## config.mk

```make
export PLATFORM = sky130hd
export DESIGN_NAME = bp_be_redirect_ctl
export DESIGN_NICKNAME = d
export VERILOG_FILES = /design/src/rtl/bp_be_pkg.sv /design/src/rtl/bp_be_redirect_drain_counter.sv /design/src/rtl/bp_be_redirect_ctl.sv
export SDC_FILE = /design/constraint.sdc
export NUM_CORES = 1
export LEC_CHECK = 0
export ABC_AREA = 1
export CORE_MARGIN = 2
export CORE_UTILIZATION = 46
export CTS_BUF_LIST = sky130_fd_sc_hd__clkbuf_16
export DETAILED_ROUTE_END_ITERATION = 8
export PLACE_DENSITY = 0.85
export SETUP_SLACK_MARGIN = 0.15
export SLEW_MARGIN = 20
export SYNTH_ARGS = -nofsm -noshare
export SYNTH_HDL_FRONTEND = slang
export SYNTH_SLANG_ARGS = --single-unit
```

## constraint.sdc

```tcl
create_clock -name clk_i -period 2 [get_ports clk_i]
set_input_delay 0.4 -clock clk_i [delete_from_list [all_inputs] [get_ports clk_i]]
set_output_delay 0.4 -clock clk_i [all_outputs]
set_load 0.05 [all_outputs]
```

## src/rtl/bp_be_pkg.sv

```systemverilog
// Shared types for the backend redirect controller.
// Optional perf counters are enabled with BP_BE_REDIRECT_PERF_EN.
package bp_be_pkg;

    localparam int vaddr_max_width_gp = 64;
    localparam int drain_cnt_width_gp = 4;

    typedef enum logic [1:0] {
        e_idle,
        e_redirect,
        e_drain
    } bp_be_redirect_state_e;

    typedef struct packed {
        logic [vaddr_max_width_gp-1:0] npc;
        logic                          taken;
    } bp_be_redirect_pkt_s;

endpackage

```

## src/rtl/bp_be_redirect_drain_counter.sv

```systemverilog
// Down-counter timing the post-redirect pipeline drain window.
module bp_be_redirect_drain_counter
    import bp_be_pkg::*;
#(
    parameter int width_p = drain_cnt_width_gp
) (
    input  logic               clk_i,
    input  logic               reset_n_i,
    input  logic               load_i,
    input  logic [width_p-1:0] load_val_i,
    input  logic               dec_i,
    output logic [width_p-1:0] cnt_o,
    output logic               zero_o
);

    logic [width_p-1:0] cnt_q;

    always_ff @(posedge clk_i or negedge reset_n_i) begin
        if (!reset_n_i) begin
            cnt_q <= '0;
        end else if (load_i) begin
            cnt_q <= load_val_i;
        end else if (dec_i && cnt_q != '0) begin
            cnt_q <= cnt_q - 1'b1;
        end
    end

    assign cnt_o  = cnt_q;
    assign zero_o = (cnt_q == '0);

endmodule

```

## src/rtl/bp_be_redirect_ctl.sv

```systemverilog
// Backend mispredict detection and frontend redirect/flush control.
// Optional perf counters are enabled with BP_BE_REDIRECT_PERF_EN.
module bp_be_redirect_ctl
    import bp_be_pkg::*;
#(
    parameter int vaddr_width_p  = 39,
    parameter int drain_cycles_p = 3,
    parameter int cnt_width_p    = 32
) (
    input  logic                     clk_i,
    input  logic                     reset_n_i,
    input  logic                     br_v_i,
    input  logic                     br_branch_i,
    input  logic                     br_btaken_i,
    input  logic [vaddr_width_p-1:0] br_npc_i,
    input  logic [vaddr_width_p-1:0] pred_npc_i,
    output logic                     fe_redirect_v_o,
    input  logic                     fe_redirect_ready_i,
    output logic [vaddr_width_p-1:0] fe_redirect_npc_o,
    output logic                     fe_redirect_taken_o,
    output logic                     flush_o,
    output logic                     dispatch_stall_o,
`ifdef BP_BE_REDIRECT_PERF_EN
    output logic [cnt_width_p-1:0]   branch_cnt_o,
    output logic [cnt_width_p-1:0]   mispredict_cnt_o,
`endif
    output logic                     idle_o
);

    localparam int dw_lp = drain_cnt_width_gp;
    localparam logic [dw_lp-1:0] drain_init_lp =
        (drain_cycles_p == 0) ? '0 : dw_lp'(drain_cycles_p - 1);

    bp_be_redirect_state_e state_q, state_n;
    bp_be_redirect_pkt_s   pkt_q, pkt_n;

    logic             mispredict;
    logic             capture;
    logic             drain_load;
    logic             drain_dec;
    logic             drain_zero;
    logic [dw_lp-1:0] drain_cnt;

    assign mispredict = br_v_i & (br_npc_i != pred_npc_i);

    always_comb begin
        state_n    = state_q;
        capture    = 1'b0;
        drain_load = 1'b0;
        drain_dec  = 1'b0;
        unique case (state_q)
            e_idle: begin
                if (mispredict) begin
                    capture = 1'b1;
                    state_n = e_redirect;
                end
            end
            e_redirect: begin
                if (fe_redirect_ready_i) begin
                    if (drain_cycles_p == 0) begin
                        state_n = e_idle;
                    end else begin
                        drain_load = 1'b1;
                        state_n    = e_drain;
                    end
                end
            end
            e_drain: begin
                if (drain_zero) state_n = e_idle;
                else            drain_dec = 1'b1;
            end
            default: state_n = e_idle;
        endcase
    end

    always_comb begin
        pkt_n = pkt_q;
        if (capture) begin
            pkt_n.npc                     = '0;
            pkt_n.npc[vaddr_width_p-1:0]  = br_npc_i;
            pkt_n.npc[0]                  = 1'b0;
            pkt_n.taken                   = br_btaken_i & br_branch_i;
        end
    end

    always_ff @(posedge clk_i or negedge reset_n_i) begin
        if (!reset_n_i) begin
            state_q <= e_idle;
            pkt_q   <= '0;
        end else begin
            state_q <= state_n;
            pkt_q   <= pkt_n;
        end
    end

    bp_be_redirect_drain_counter #(
        .width_p(dw_lp)
    ) drain_counter (
        .clk_i     (clk_i),
        .reset_n_i (reset_n_i),
        .load_i    (drain_load),
        .load_val_i(drain_init_lp),
        .dec_i     (drain_dec),
        .cnt_o     (drain_cnt),
        .zero_o    (drain_zero)
    );

    // Upper struct bits only exist to fit the widest supported address.
    logic unused_npc_hi;
    logic [dw_lp-1:0] unused_drain_cnt;
    assign unused_npc_hi    = ^pkt_q.npc;
    assign unused_drain_cnt = drain_cnt;

    assign fe_redirect_v_o     = (state_q == e_redirect);
    assign fe_redirect_npc_o   = pkt_q.npc[vaddr_width_p-1:0];
    assign fe_redirect_taken_o = fe_redirect_v_o & pkt_q.taken;
    assign flush_o             = (state_q != e_idle);
    assign dispatch_stall_o    = (state_q != e_idle);
    assign idle_o              = (state_q == e_idle);

`ifdef BP_BE_REDIRECT_PERF_EN
    logic [cnt_width_p-1:0] branch_cnt_q;
    logic [cnt_width_p-1:0] mispredict_cnt_q;

    always_ff @(posedge clk_i or negedge reset_n_i) begin
        if (!reset_n_i) begin
            branch_cnt_q     <= '0;
            mispredict_cnt_q <= '0;
        end else begin
            if (idle_o && br_v_i && br_branch_i)
                branch_cnt_q <= branch_cnt_q + 1'b1;
            if (capture)
                mispredict_cnt_q <= mispredict_cnt_q + 1'b1;
        end
    end

    assign branch_cnt_o     = branch_cnt_q;
    assign mispredict_cnt_o = mispredict_cnt_q;
`else
    localparam int unused_cnt_width_lp = cnt_width_p;
`endif

endmodule
```

# After elaboration in Yosys (flattened, before gate mapping)
# Cells that the tools add are included.
[op_classes]
n_addsub = 1
n_mux = 12
n_reduce_logical = 7
eq_ne = 6
n_bitwise = 3
[op_table]
columns = ["cell", "count"]
rows = [
  ["inequality test 39 bit", 1],
  ["2-to-1 mux 4 bit", 2],
  ["2-to-1 mux 1 bit", 6],
  ["2-to-1 mux 2 bit", 3],
  ["inequality test 2 x 1 -> 1 bit (second input constant)", 3],
  ["case mux 2 bit (3 select lines)", 1],
  ["zero test 4 bit", 1],
  ["nonzero test 2 bit", 2],
  ["nonzero test 4 bit", 1],
  ["subtractor 4 x 1 -> 4 bit (second input constant)", 1],
  ["AND 1 bit", 3],
  ["AND reduction 3 bit", 1],
  ["equality test 2 x 1 -> 1 bit (second input constant)", 1],
  ["equality test 2 bit (second input constant)", 1],
  ["zero test 2 bit", 1],
  ["logical AND 1 bit", 1],
]
[word_totals]
ff_bits = 45
wordCells = 33

# Depth between registers and ports, before layout
[depth]
word_depth = 6
ltp_mapped = 13
ltp_nobuf = 12

# By module
# Synthesis repeated with hierarchy kept, for this count alone.
[unflattened]
hier_cells = 393
area_unflattened_um2 = 2862.7
[modules_own_cells]
columns = ["module", "cells_per_inst", "area_per_inst_um2", "seq_area_each_um2", "instances"]
rows = [
  ["bp_be_redirect_ctl", 347, 2567.5, 1026.0, 1],
  ["bp_be_redirect_drain_counter", 46, 295.3, 100.1, 1],
]

# Least setup slack after synthesis
# Ideal clock, no wire load.
[synth_timing]
path_type = "reg-to-reg"
startpoint = "register state_q[1]"
endpoint = "register pkt_q (netlist bit fe_redirect_npc_o[1])"
arrival_ns = 2.344
period_less_slack_ns = 2.410
t_required_ns = 1.934
setup_slack_ns = -0.410
setup_ns = 0.066
n_path_buf = 2
stages_incl_launch_ff = 8
cell_sequence = "dfrtp_1 nor2_1 inv_1 nor2_2 buf_2 buf_2 nand3_1 nand2_1"
[synth_between]
elab_chain_cells = 2
[synth_rtl]
columns = ["element", "line", "source"]
rows = [
  ["start: declaration", "bp_be_redirect_ctl.sv:34", "bp_be_redirect_state_e state_q, state_n;"],
  ["start signal: assignment", "bp_be_redirect_ctl.sv:88", "state_q <= e_idle;"],
  ["start signal: assignment", "bp_be_redirect_ctl.sv:91", "state_q <= state_n;"],
  ["zero test 2 bit", "--", ""],
  ["net idle_o", "bp_be_redirect_ctl.sv:27", "output logic idle_o"],
  ["2-to-1 mux 1 bit", "bp_be_redirect_ctl.sv:51", "unique case (state_q)"],
  ["end signal: assignment", "bp_be_redirect_ctl.sv:92", "pkt_q <= pkt_n;"],
  ["end: declaration", "bp_be_redirect_ctl.sv:35", "bp_be_redirect_pkt_s pkt_q, pkt_n;"],
]
# The timed path passes the listed nets, and every way through them passes these cells.
# A chain may end at the register's enable or synchronous reset.

# Worst setup path after layout
[layout_timing]
startpoint = "register pkt_q (netlist bit fe_redirect_npc_o[36])"
endpoint = "output port fe_redirect_npc_o[36]"
[layout_lines]
columns = ["element", "line", "source"]
rows = [
  ["end: declaration", "bp_be_redirect_ctl.sv:19", "output logic [vaddr_width_p-1:0] fe_redirect_npc_o,"],
]
# No word-level cell between the ends.

==> metrics.md <==
| Metric | Value |
|---|---|
| Share of the synthesized area in the top cell type | `39.5%` |
| Total CTS buffers | `5` |
| # setup viols final | `0` |
| Total Wirelength | `7460 um` |
| Synthesis-to-layout area growth | `54.0%` |
| Tot GR Track Use | `21.3%` |
| Skew final | `0.00604 ns` |
| Share of layout cells above drive strength 1 | `11.0%` |
| Clk_lat worst skew | `0.28 ns` |
| Die Height | `82.7 um` |
| Initial core utilization | `47.9%` |
| Worst Path Arrival | `1.42 ns` |
| Final min period | `1.82 ns` |
| Vias | `2720` |
| Crit-path slowest cell | `clkdlybuf4s50_1` |
| Pre-CTS WS | `-0.178 ns` |
| CTS tree | `built` |
| # diodes | `0` |
| Largest family of logic cells by synthesized area | `simple AND/OR/NAND/NOR gates` |
| Placer Congestion | `0.790` |
| Setup bufs post-CTS | `0` |
| Half-perimeter wire length after placement | `5780 um` |
| Final Core Density | `73.7%` |
| Maximum VDD drop | `0.00102 V` |
| Synth area leader | `dfrtp_1` |
| Post-synthesis mux area share | `0%` |
| Number of synthesized flops with an enable pin | `0` |
| RSZ-0062 raised after global routing | `yes` |
| Final hold violations | `0` |
| Peak Freq | `0.551 GHz` |
| First-pass GRT wire length | `11100 um` |
| Vias per cell | `4.59` |
| Compound-gate portion of the synthesized area | `1.14%` |
| Cell area power density | `1340 nW/um^2` |
| CP Data Required Time | `1.60 ns` |
| Final cycle utilization of the critical path | `90.8%` |
| DIE WIDTH | `82.7 um` |
| Setup crit start kind | `flop` |
| Post-route setup TNS | `0 ns` |
| H-tree depth | `2` |
| CP max FO | `2` |
| Post-Synth Adder-Cell Area | `0.439%` |
| Worst Path Buf+Inv | `1` |
| DRT antenna net count | `0` |
| Cell Rows | `28` |
| Xor-xnor portion of the synthesized cell area | `5.84%` |
| Primary FF master, synth | `dfrtp_1` |
| Setup CP Type | `flop to output pin` |
| CTS Buffer Depth | `2` |
| Layout fillers | `493` |
| Post-route DRC | `0` |
| Antenna violations before repair | `0` |
| Worst-margin pin slew | `0.517 ns` |
| Pin count of the biggest net entering global routing | `26` |
| Fin worst setup slack | `0.184 ns` |
| CTS Sinks | `45` |
| Top Ports | `128` |
| Status | `completed` |
| Root buf cell | `clkbuf_16` |
| Detailed router's first-iteration violation count | `89` |
| Top area cells in the synthesized netlist | `dfrtp_1 (39%), nand2_1 (22%), buf_4 (12%)` |
| YS warnings | `0` |
| Slowest stage delay, CP | `0.80 ns` |
| WL per Instance | `12.6 um` |
| Hold buffers post-CTS | `0` |
| Placed insts | `582` |
| Count of cell types in the netlist | `20` |
| Core ar. | `5960 sq um` |
| Synthesized Nets | `494` |
| Clock transition at the registers of the reported paths | `0.06 ns` |
| Layout Nets | `601` |
| Mean Syn Cell Area | `6.97 sq um` |
| Final Max Tran Viols | `0` |
| PortBufs | `126` |
| CP Cell Sequence | `clkdlybuf4s50_1` |
| Drt pass-1 iters | `5` |
| Syn Inst Count | `409` |
| Cell family with most CP delay | `buffers and inverters` |
| Vias in the first global route | `2518` |
| Mapped Area | `2850 sq um` |
| GRT overflow | `0` |
| Synthesis-stage register bit count | `45` |
| Sequential fraction of the synthesis area | `39.5%` |
| Max_cap viols | `0` |
| Fraction of registers with async set/reset | `100%` |
| Hold Crit Class | `primary input to asynchronous set/reset pin` |
| Normalized max-slew margin | `65.5%` |
| Full die area | `6840 sq um` |
| Leak | `0.00272 uW` |
| Worst Setup End Kind | `output pin` |
| Overall power | `5900 uW` |
| Layout Cells excl Fill | `592` |
| Post-Synth Simple-Gate Area | `32.6%` |
## through the flow
stage | area [sq um] | hold WS, ns
final | 4390 | 0.0780
after global routing | 4390 | 0.111
after CTS | 4160 | 0.0907
after detailed placement | 4040 | 0.392
after global placement | 4040 | 0.383
after floorplan | 2860 | 0.104
## placed cells by master, fill, tap and decap left out, drive strengths merged
| cell | netlist | layout |
|---|---|---|
| dlygate4sd2 | 0 | 20 |
| a21oi | 2 | 2 |
| o21ai | 3 | 3 |
| dfrtp | 45 | 45 |
| nand2 | 168 | 168 |
| inv | 55 | 56 |
| nor2 | 18 | 18 |
| ha | 1 | 1 |
| clkdlybuf4s50 | 0 | 56 |
| nand4 | 1 | 1 |
| o211ai | 1 | 1 |
| xnor2 | 13 | 13 |
| xor2 | 6 | 6 |
| buf | 50 | 31 |
| clkinv | 0 | 2 |
| conb | 1 | 1 |
| nand3 | 43 | 43 |
| clkbuf | 2 | 7 |
| dlymetal6s2s | 0 | 43 |
## registers in the layout, indices dropped and copies added, names as in the netlist
| signal | cells |
|---|---|
| state_q | 2 |
| fe_redirect_npc_o | 38 |
| drain_counter.cnt_o | 4 |
| pkt_q | 1 |
## cells by family (layout without fill, tap and decap cells)
family | Yosys count | count (layout)
AOI/OAI and AO/OA | 6 | 6
DFF | 45 | 45
and+or+nand+nor | 230 | 230
other | 1 | 1
adders and majority gates | 1 | 1
xor gates and xnor gates | 19 | 19
buffers and inverters | 107 | 215
## Yosys cell counts, types with 3 or more instances
master and n:
xnor2_1 13, nand3_1 42, xor2_1 6, inv_1 55, nand2_1 168, nor2_1 16
buf_4 45, dfrtp_1 45, o21ai_0 3
## report_power, final
group	total (uW)	internal [uW]	switching, uW
Clock	778	453	325
Combinational	3540	1140	2400
Sequential	1580	1340	240
## layer usage
metal | vias to the layer above | global-route usage (%) | wire length (um)
met5 | - | 0 | 0
met4 | 0 | 6.56 | 51
met3 | 5 | 4.46 | 464
met2 | 81 | 40.3 | 3840
met1 | 1240 | 23.7 | 3100
li1 | 1394 | - | -
## path summary, 6_finish.rpt
check | from | endpoint | slack [ns] | cells past startpoint
worst max-delay path | fe_redirect_npc_o[36]$_DFFE_PN0P_ | fe_redirect_npc_o[36] | 0.18 | 1
worst min-delay path | reset_n_i | fe_redirect_npc_o[18]$_DFFE_PN0P_ | 0.08 | 1
worst max register to register | state_q[1]$_DFFE_PN0P_ | fe_redirect_npc_o[5]$_DFFE_PN0P_ | 0.59 | 6
worst min register to register | fe_redirect_npc_o[7]$_DFFE_PN0P_ | fe_redirect_npc_o[7]$_DFFE_PN0P_ | 0.47 | 2
max in group asynchronous | reset_n_i | fe_redirect_npc_o[8]$_DFFE_PN0P_ | 1.41 | 2
min in group clk_i | br_npc_i[36] | fe_redirect_npc_o[36]$_DFFE_PN0P_ | 0.41 | 3
## cell type report
class / instances / area (sq um) / share of cell area [%]
sequential: 45 / 1130 / 25.6
clock buffer: 5 / 125 / 2.85
clock inverter: 3 / 13.8 / 0.313
inverter: 55 / 206 / 4.70
tap: 75 / 93.8 / 2.14
timing repair buffer: 152 / 1610 / 36.6
multi-input combinational: 257 / 1220 / 27.7
## timing repair
action,CTS,global route
resized for setup,23,63
setup endpoints to repair,46,56
pin swaps,0,10
gates cloned,0,2
(Power assumes the default switching activity.)
